==> src/rtl/lfsr_pkg.sv <==
// ---------------------------------------------------------------------------
// lfsr_pkg
//   Shared definitions for the LFSR burst-capture stage.
//   - state_t      : controller FSM states
//   - DATA_W_DEF   : default LFSR word width
//   - safe_seed()  : maps an all-zero seed to 1 (an all-zero LFSR never moves)
// ---------------------------------------------------------------------------
package lfsr_pkg;

    localparam int DATA_W_DEF = 7;

    typedef enum logic [2:0] {
        IDLE      = 3'd0,
        SEED      = 3'd1,
        WAIT_TICK = 3'd2,
        REQ       = 3'd3,
        WAIT_VAL  = 3'd4,
        DONE      = 3'd5
    } state_t;

    // Width-agnostic: callers widen their seed to 32 bits and truncate back.
    function automatic logic [31:0] safe_seed(input logic [31:0] value);
        return (value == 32'd0) ? 32'd1 : value;
    endfunction

endpackage

==> src/rtl/lfsr_tick_div.sv <==
// ---------------------------------------------------------------------------
// lfsr_tick_div
//   Pacing counter for LFSR step requests. While en=1 the counter runs
//   0..TICK_DIV-1; tick is high in the cycle the counter sits at TICK_DIV-1,
//   and the counter returns to 0 on that cycle. With TICK_DIV=1 tick follows
//   en directly.
//
// Ports:
//   clk    in   system clock
//   reset  in   synchronous active-high reset
//   clear  in   synchronous clear of the counter (start of a burst)
//   en     in   count enable (controller is waiting for the next tick)
//   tick   out  terminal-count indication, qualified by en
// ---------------------------------------------------------------------------
module lfsr_tick_div #(
    parameter int TICK_DIV = 10_000_000
) (
    input  logic clk,
    input  logic reset,
    input  logic clear,
    input  logic en,
    output logic tick
);

    // At least one bit so TICK_DIV=1 still yields a legal (constant-zero) counter.
    localparam int CNT_W = (TICK_DIV > 1) ? $clog2(TICK_DIV) : 1;
    localparam logic [CNT_W-1:0] LAST = CNT_W'(TICK_DIV - 1);

    logic [CNT_W-1:0] cnt;

    assign tick = en && (cnt == LAST);

    // NOTE: sequential state is assigned with <= so every register samples
    // pre-edge values, independent of statement order.
    always_ff @(posedge clk) begin
        if (reset || clear) begin
            cnt <= '0;
        end else if (en) begin
            cnt <= tick ? '0 : cnt + 1'b1;
        end
    end

endmodule

==> src/rtl/lfsr_burst_capture.sv <==
// ---------------------------------------------------------------------------
// lfsr_burst_capture
//   Controller/consumer placed after a 7-bit LFSR generator. Seeds the LFSR
//   from a free-running counter on request, issues paced single-cycle step
//   requests, captures DEPTH valid words into a register bank and exposes
//   the bank through a registered read port.
//
//   Optional feature (macro LFSR_BURST_TIMEOUT_EN): when defined, a word that
//   does not arrive within TIMEOUT cycles of entering WAIT_VAL aborts the
//   burst, sets the sticky error flag and pulses done. When undefined the
//   controller waits indefinitely and error is tied to 0.
//
// Ports:
//   clk           in   system clock
//   reset         in   synchronous active-high reset
//   start         in   pulse: begin a burst of DEPTH samples
//   seed_req      in   pulse: reseed the LFSR from the seed counter
//   lfsr_iniciar  out  one-cycle step request to the LFSR
//   s_cargar      out  one-cycle seed-load strobe to the LFSR
//   s_valor       out  seed value, meaningful while s_cargar=1
//   lfsr_dato     in   LFSR output word
//   lfsr_valido   in   LFSR output-valid strobe
//   rd_addr       in   bank read address
//   rd_data       out  registered bank read, 1-cycle latency
//   count         out  samples stored in the current or last burst
//   busy          out  controller is not IDLE
//   done          out  one-cycle pulse at burst end
//   error         out  sticky timeout flag
// ---------------------------------------------------------------------------
module lfsr_burst_capture
    import lfsr_pkg::*;
#(
    parameter int DATA_W   = DATA_W_DEF,
    parameter int DEPTH    = 8,
    parameter int TICK_DIV = 10_000_000,
    parameter int TIMEOUT  = 4
) (
    input  logic                       clk,
    input  logic                       reset,
    input  logic                       start,
    input  logic                       seed_req,
    output logic                       lfsr_iniciar,
    output logic                       s_cargar,
    output logic [DATA_W-1:0]          s_valor,
    input  logic [DATA_W-1:0]          lfsr_dato,
    input  logic                       lfsr_valido,
    input  logic [$clog2(DEPTH)-1:0]   rd_addr,
    output logic [DATA_W-1:0]          rd_data,
    output logic [$clog2(DEPTH):0]     count,
    output logic                       busy,
    output logic                       done,
    output logic                       error
);

    localparam int AW = $clog2(DEPTH);
    localparam int CW = AW + 1;

    state_t            state;
    logic [DATA_W-1:0] seed_cnt;
    logic              start_pend;
    logic [AW-1:0]     ptr;
    logic [DATA_W-1:0] bank [DEPTH];

    logic tick_clr;
    logic tick_en;
    logic tick;
    logic bank_we;

    // State is a register, so busy is glitch-free without a separate flop.
    assign busy    = (state != IDLE);
    assign tick_en = (state == WAIT_TICK);
    assign bank_we = (state == WAIT_VAL) && lfsr_valido;

    // A burst begins either straight from IDLE or after a seed with a pending start.
    assign tick_clr = ((state == IDLE) && !seed_req && start) ||
                      ((state == SEED) && start_pend);

    lfsr_tick_div #(
        .TICK_DIV (TICK_DIV)
    ) u_tick_div (
        .clk   (clk),
        .reset (reset),
        .clear (tick_clr),
        .en    (tick_en),
        .tick  (tick)
    );

`ifdef LFSR_BURST_TIMEOUT_EN
    localparam int TW = (TIMEOUT > 1) ? $clog2(TIMEOUT) : 1;
    localparam logic [TW-1:0] TO_LAST = TW'(TIMEOUT - 1);
    logic [TW-1:0] wv_cnt;
`else
    assign error = 1'b0;
`endif

    // -----------------------------------------------------------------------
    // Controller FSM with registered strobes
    // -----------------------------------------------------------------------
    always_ff @(posedge clk) begin
        if (reset) begin
            state        <= IDLE;
            seed_cnt     <= '0;
            start_pend   <= 1'b0;
            ptr          <= '0;
            count        <= '0;
            lfsr_iniciar <= 1'b0;
            s_cargar     <= 1'b0;
            s_valor      <= '0;
            done         <= 1'b0;
`ifdef LFSR_BURST_TIMEOUT_EN
            wv_cnt       <= '0;
            error        <= 1'b0;
`endif
        end else begin
            seed_cnt     <= seed_cnt + 1'b1;
            lfsr_iniciar <= 1'b0;
            s_cargar     <= 1'b0;
            done         <= 1'b0;

            unique case (state)
                IDLE: begin
                    if (seed_req) begin
                        state      <= SEED;
                        s_cargar   <= 1'b1;
                        s_valor    <= DATA_W'(safe_seed(32'(seed_cnt)));
                        start_pend <= start;
                    end else if (start) begin
                        state <= WAIT_TICK;
                        count <= '0;
                        ptr   <= '0;
                    end
                end

                SEED: begin
                    if (start_pend) begin
                        state      <= WAIT_TICK;
                        start_pend <= 1'b0;
                        count      <= '0;
                        ptr        <= '0;
                    end else begin
                        state <= IDLE;
                    end
                end

                WAIT_TICK: begin
                    if (tick) begin
                        state        <= REQ;
                        lfsr_iniciar <= 1'b1;
                    end
                end

                REQ: begin
                    state <= WAIT_VAL;
`ifdef LFSR_BURST_TIMEOUT_EN
                    wv_cnt <= '0;
`endif
                end

                WAIT_VAL: begin
                    if (lfsr_valido) begin
                        ptr   <= ptr + 1'b1;
                        count <= count + 1'b1;
                        if (count == CW'(DEPTH - 1)) begin
                            state <= DONE;
                            done  <= 1'b1;
                        end else begin
                            state <= WAIT_TICK;
                        end
`ifdef LFSR_BURST_TIMEOUT_EN
                    end else if (wv_cnt == TO_LAST) begin
                        // Abort: partial count is kept, done still marks the end.
                        state <= IDLE;
                        done  <= 1'b1;
                        error <= 1'b1;
                    end else begin
                        wv_cnt <= wv_cnt + 1'b1;
`endif
                    end
                end

                DONE: begin
                    state <= IDLE;
                end

                default: begin
                    state <= IDLE;
                end
            endcase
        end
    end

    // -----------------------------------------------------------------------
    // Sample bank and registered read port
    // -----------------------------------------------------------------------
    // NOTE: the bank is built from flops rather than a RAM macro because its
    // contents must read back as zero after reset.
    always_ff @(posedge clk) begin
        if (reset) begin
            for (int i = 0; i < DEPTH; i++) begin
                bank[i] <= '0;
            end
            rd_data <= '0;
        end else begin
            if (bank_we) begin
                bank[ptr] <= lfsr_dato;
            end
            // Reads the pre-edge contents: a same-cycle write returns old data.
            rd_data <= bank[rd_addr];
        end
    end

endmodule

==> config.mk <==
export PLATFORM = sky130hd
export DESIGN_NAME = lfsr_burst_capture
export DESIGN_NICKNAME = d
export VERILOG_FILES = /design/src/rtl/lfsr_pkg.sv /design/src/rtl/lfsr_tick_div.sv /design/src/rtl/lfsr_burst_capture.sv
export SDC_FILE = /design/constraint.sdc
export NUM_CORES = 1
export LEC_CHECK = 0
export CAP_MARGIN = 20
export CORE_MARGIN = 10
export CORE_UTILIZATION = 62
export CTS_CLUSTER_DIAMETER = 120
export DETAILED_ROUTE_END_ITERATION = 10
export PLACE_DENSITY = 0.84
export SETUP_SLACK_MARGIN = 0.1
export SYNTH_ARGS = -nofsm -noshare
export SYNTH_HDL_FRONTEND = slang
export SYNTH_HIERARCHICAL = 1
export SYNTH_SLANG_ARGS = --single-unit
==> constraint.sdc <==
create_clock -name clk -period 3.7 [get_ports clk]
set_clock_uncertainty 0.15 [all_clocks]
set_input_delay 0.37 -clock clk [delete_from_list [all_inputs] [get_ports clk]]
set_output_delay 0.37 -clock clk [all_outputs]
set_load 0.02 [all_outputs]
# Word level (Yosys, flattened, before mapping)
# Memory sizes are Yosys's and may differ from the RTL's. A register that Yosys moved wholly into a read port is not among the register bits.
# Index checks and enable logic that the tools add are counted.
[word_totals]
reg_bits = 52
mem_bits_rw = 56
inputBits = 15
latchBits = 0
word_cells = 85
output_inout_bits = 23
mem_count = 1
mem_bits_ro = 0
[op_classes]
mux = 32
n_reduce_logical = 21
n_eq_ne = 13
shift = 0
n_div = 0
bitwise_logic = 4
n_mul = 0
order_cmp = 0
n_addsub = 4
[mem_list]
columns = ["memory", "depth", "width", "rd", "rd_ports_with_merged_regs", "wr", "line_no", "text"]
rows = [
  ["bank", 8, 7, 1, 1, 8, "lfsr_burst_capture.sv:62", "logic [DATA_W-1:0] bank [DEPTH];"],
]
[op_table]
columns = ["operator", "n"]
rows = [
  ["3-bit two-way mux", 10],
  ["24-bit by 1-bit adder with 24-bit output, second input constant", 1],
  ["24-bit equality test, second input constant", 1],
  ["24-bit two-way mux", 1],
  ["4-bit two-way mux", 4],
  ["3-bit case mux with 5 select lines", 1],
  ["7-bit two-way mux", 2],
  ["2-bit != test, second input constant", 6],
  ["4-bit case mux with 3 select lines", 1],
  ["1-bit two-way mux", 10],
  ["3-bit case mux with 3 select lines", 1],
  ["7-bit by 1-bit adder with 7-bit output, second input constant", 1],
  ["7-bit logical NOT", 1],
  ["7-bit OR reduction", 1],
  ["3-bit by 2-bit equality test with 1-bit output, second input constant", 2],
  ["3-bit nonzero test", 2],
  ["1-bit logical AND", 5],
  ["5-bit AND reduction", 1],
  ["4-bit by 1-bit adder with 4-bit output, second input constant", 1],
  ["4-bit by 3-bit equality test with 1-bit output, second input constant", 1],
  ["1-bit NOT", 4],
  ["2-bit AND reduction", 2],
  ["2-bit OR reduction", 2],
  ["3-bit by 1-bit adder with 3-bit output, second input constant", 1],
  ["11 further kinds", 12],
]

# Depth between registers and ports, before layout
[depth]
ltp_word = 7
ltp_mapped = 11
depth_no_buf = 10

# Modules after synthesis
# Netlist, hierarchy kept.
[by_module_without_submodules]
columns = ["mod", "instances", "seq_area_each_um2", "cells_each", "area_each_um2"]
rows = [
  ["lfsr_burst_capture", 1, 2382.3, 326, 4052.6],
  ["lfsr_tick_div", 1, 480.5, 134, 1151.1],
]

# Least setup slack after synthesis
# No wires, ideal clock.
[synth_path]
kind = "reg-to-reg"
from = "register state[1]"
to = "register u_tick_div.cnt[23]"
path_slack_ns = 1.231
required_time_ns = 3.480
n_path_buf = 2
setup_time_ns = 0.070
arrival_ns = 2.248
stages_incl_launch_ff = 9
period_less_slack_ns = 2.469
path_cell_list = "dfxtp_1 -> buf_2 -> nand2_1 -> nor2_1 -> nand4_2 -> or4_1 -> buf_2 -> or4_1 -> a21oi_1"
[synth_via]
elab_cells_between_ends = 10
cone_classes = "2 x eq/ne; 1 x mux; 7 x reduce/logical"
[synth_rtl]
columns = ["item", "line_no", "text"]
rows = [
  ["start, declared", "lfsr_burst_capture.sv:58", "state_t state;"],
  ["start signal, assigned", "lfsr_burst_capture.sv:101", "state <= IDLE;"],
  ["start signal, assigned", "lfsr_burst_capture.sv:123", "state <= SEED;"],
  ["start signal, assigned", "lfsr_burst_capture.sv:128", "state <= WAIT_TICK;"],
  ["3-bit by 2-bit equality test with 1-bit output (*)", "lfsr_burst_capture.sv:71", "assign tick_en = (state == WAIT_TICK);"],
  ["net tick_en", "lfsr_burst_capture.sv:65", "logic tick_en;"],
  ["1-bit logical AND", "lfsr_tick_div.sv:31", "assign tick = en && (cnt == LAST);"],
  ["24-bit two-way mux", "lfsr_tick_div.sv:39", "cnt <= tick ? '0 : cnt + 1'b1;"],
  ["end signal, assigned", "lfsr_tick_div.sv:39", ""],
  ["end, declared", "lfsr_tick_div.sv:29", "logic [CNT_W-1:0] cnt;"],
]
# The timed path passes the listed nets; every way through them passes the cells marked *.
# A chain may end at the register's enable or synchronous reset.

# Worst setup path after layout
# Same ends and word-level chain as after synthesis.

==> metrics <==
status completed; Post-CTS Hold Fix Bufs 0; crit path to u_tick_div/cnt[23]; min cycle time layout 2.890 ns; Async SR Flop Fraction 0%; Tcrit/Tclk final 78.11%; RSZ-0062 raised after global routing no; WP data required 3.99 ns; worst-margin pin slew 0.6907 ns; Post-Route WL 11000 um; vias per cell 5.870; share of cells above drive strength 1 14.45%; CTS Buf Count 17; crit start category register; Worst VDD drop 336.8 uV; Worst R2R Setup Slack 0.81 ns; Die ar. 12460 sq um; Leak 2.259 nW; Routed met3 length 786 um; Post-DRT Antenna Nets 0; Netlist cell types 60; final slew viol count 0; fmax 0.3460 GHz; critical path startpoint state[1]; Slew headroom 53.81%; Area Growth Syn to Fin 20.94%; number of port buffers 36; synth warn 6; final setup vio count 0; reg2reg end u_tick_div/cnt[23]; Worst R2R Start state[1]; post-CTS setup buffers 0; Initial DRT Pass Iterations 5; Post-Syn Nets 480; Die W 111.6 um; top sig layer met5; Post-Route M1 WL 4381 um; FF+latch area 2863 sq um; HPWL after DPL 7136 um; Die Span Y 111.6 um; number of core rows 33; Worst R2R Path Depth 6; Mapped Cells 460; starting density of the core 63.65%; area leader, netlist edfxtp_1; synthesized flop and latch total 115; Synth Flop Type dfxtp_1; CP Capture Type register; metal2 WL 5549 um; GRT Overall Usage 18.09%; largest net degree at the start of global routing 39; fill count 497; placer congestion estimate 0.8887; clock sink count 115; top post-synthesis cells by area edfxtp_1 32%, dfxtp_1 23%, and2_1 7.1%, mux4_2 6.1%, nor2_1 3.0%; MaxCap Viol Count 0; area of the multi-input gates 2191 sq um; CTS tree done; fin nets 526; Wirelength per Cell 17.60 um; vias in the first global route 3777; register area share after synthesis 55.01%; PwrDens 553.2 nW/um^2; Synth top area share 32.32%; placed insts 592; post_cts resized 0; Final Hold Violating Endpoints 0; Post-synth EDFFs 56; kind of critical path reg -> reg; Clock transition at path regs 0.06 ns; htree depth 4; I/O Pins 38; Pwr Total 3.482 mW; clock root buffer clkbuf_8; Crit path arrival time 3.18 ns; DRC errors left 0; Non-Filler Instances 625; total core area 8175 sq um; Hold/Removal Path Class reg -> reg; Clock Tree Buf Depth 2; first-pass GRT wire length 18360 um; Synth Cell Area 5204 sq um; Clock Latency Late Sink 0.51 ns; final setup TNS 0 ns; antenna violations before repair 3; DR iter-0 viols 232; vias 3669; mean area per synthesized cell 11.31 sq um; GR Overflow Total 0; CP max FO 13
## Yosys cell counts (2+ instances only)
master	count
xor2_1	8
o31ai_1	2
nand3_1	12
a31oi_1	3
ha_1	5
buf_2	7
and2_1	59
inv_1	14
nor3_1	12
or2_2	3
nor2_1	41
nor2_2	3
or3_1	10
buf_6	2
a21oi_1	24
and3_1	2
buf_4	2
o311ai_0	3
edfxtp_1	56
nand4_1	8
nand2_1	29
mux2i_1	7
mux4_2	14
clkbuf_1	7
nand2b_1	4
a21boi_0	2
o21ai_0	15
xnor2_1	10
dfxtp_1	59
or4_1	3
nor4_1	4
nand3b_1	2
## cell families (layout without fill, tap and decap cells)
| family | Yosys count | in the layout | share of synthesized area, % |
|---|---|---|---|
| AND/OR/NAND/NOR | 208 | 208 | 23.18 |
| flip-flops | 115 | 115 | 55.01 |
| AO/OA/AOI/OAI | 59 | 59 | 7.117 |
| buffers and inverters | 33 | 92 | 2.981 |
| multiplexers | 21 | 21 | 7.406 |
| XOR/XNOR | 18 | 18 | 3.030 |
| adder cells (fa/ha/maj) | 5 | 5 | 1.202 |
| other | 1 | 2 | 0.07206 |
## how the worst min path moves through the flow
stage                      from          end  slack, ns  cells past startpoint
floorplan           seed_cnt[0]  seed_cnt[0]       0.28                      1
global placement     s_valor[4]   s_valor[4]       0.29                      2
detailed placement   s_valor[1]   s_valor[1]       0.30                      2
CTS                  s_valor[1]   s_valor[1]       0.32                      2
global route         s_valor[1]   s_valor[1]       0.34                      2
finish               s_valor[1]   s_valor[1]       0.32                      2
## critical path: stages (launching register included)
cell     delay [ns]
dfxtp_1        0.55
nand2_1        0.11
nor2_1         0.36
nand4_2        0.29
or4_1          0.73
or4_1          0.46
a21oi_1        0.17
## cell type report
cell class                      count  share of cell area (%)
Antenna cell                        1                 0.03976
Clock buffer                       17                   6.581
Clock inverter                     15                   3.241
Inverter                           14                  0.8350
Multi-Input combinational cell    312                   34.81
Sequential cell                   115                   45.49
Tap cell                          105                   2.087
Timing Repair Buffer               46                   6.918
## layout by cell type, fill, tap and decap left out, types with 5 or more instances in the layout
master / count
a21oi_1: 24
and2_1: 59
buf_4: 10
clkbuf_16: 16
clkdlybuf4s50_1: 36
dfxtp_1: 59
edfxtp_1: 56
ha_1: 5
inv_1: 14
mux2i_1: 7
mux4_2: 14
nand2_1: 29
nand3_1: 12
nand4_1: 8
nor2_1: 41
nor3_1: 12
o21ai_0: 15
or3_1: 10
xnor2_1: 10
xor2_1: 8
## power by group
part           switching, mW  internal, mW  leakage (nW)
clock network          0.591          1.10         0.291
registers             0.0564          1.39          1.06
logic                  0.197         0.152         0.911
total                  0.844          2.64          2.26
## stage by stage
stage          setup WS (ns)  hold slack, ns  utilization [%]  cell area [sq um]
2_1_floorplan          1.231          0.2758                -               5204
3_3_place_gp           1.033          0.2940            69.39               5673
3_5_place_dp          0.9003          0.3033            69.39               5673
4_1_cts               0.8549          0.3162            76.95               6291
5_1_grt               0.6257          0.3375            76.98               6294
6_report              0.8100          0.3151            76.98               6294
## per-layer routing
metal	up-vias	track usage, %
met1	1768	20.57
met5	-	0
met4	4	8.569
li1	1754	-
met3	27	5.582
met2	116	30.44
## sequential cells by signal, indices dropped and copies added, names as in the netlist
signal / flops
s_cargar: 1
bank: 56
ptr: 3
lfsr_iniciar: 1
s_valor: 7
seed_cnt: 7
u_tick_div/cnt: 24
rd_data: 7
state: 3
start_pend: 1
done: 1
count: 4
(Power assumes the default switching activity.)
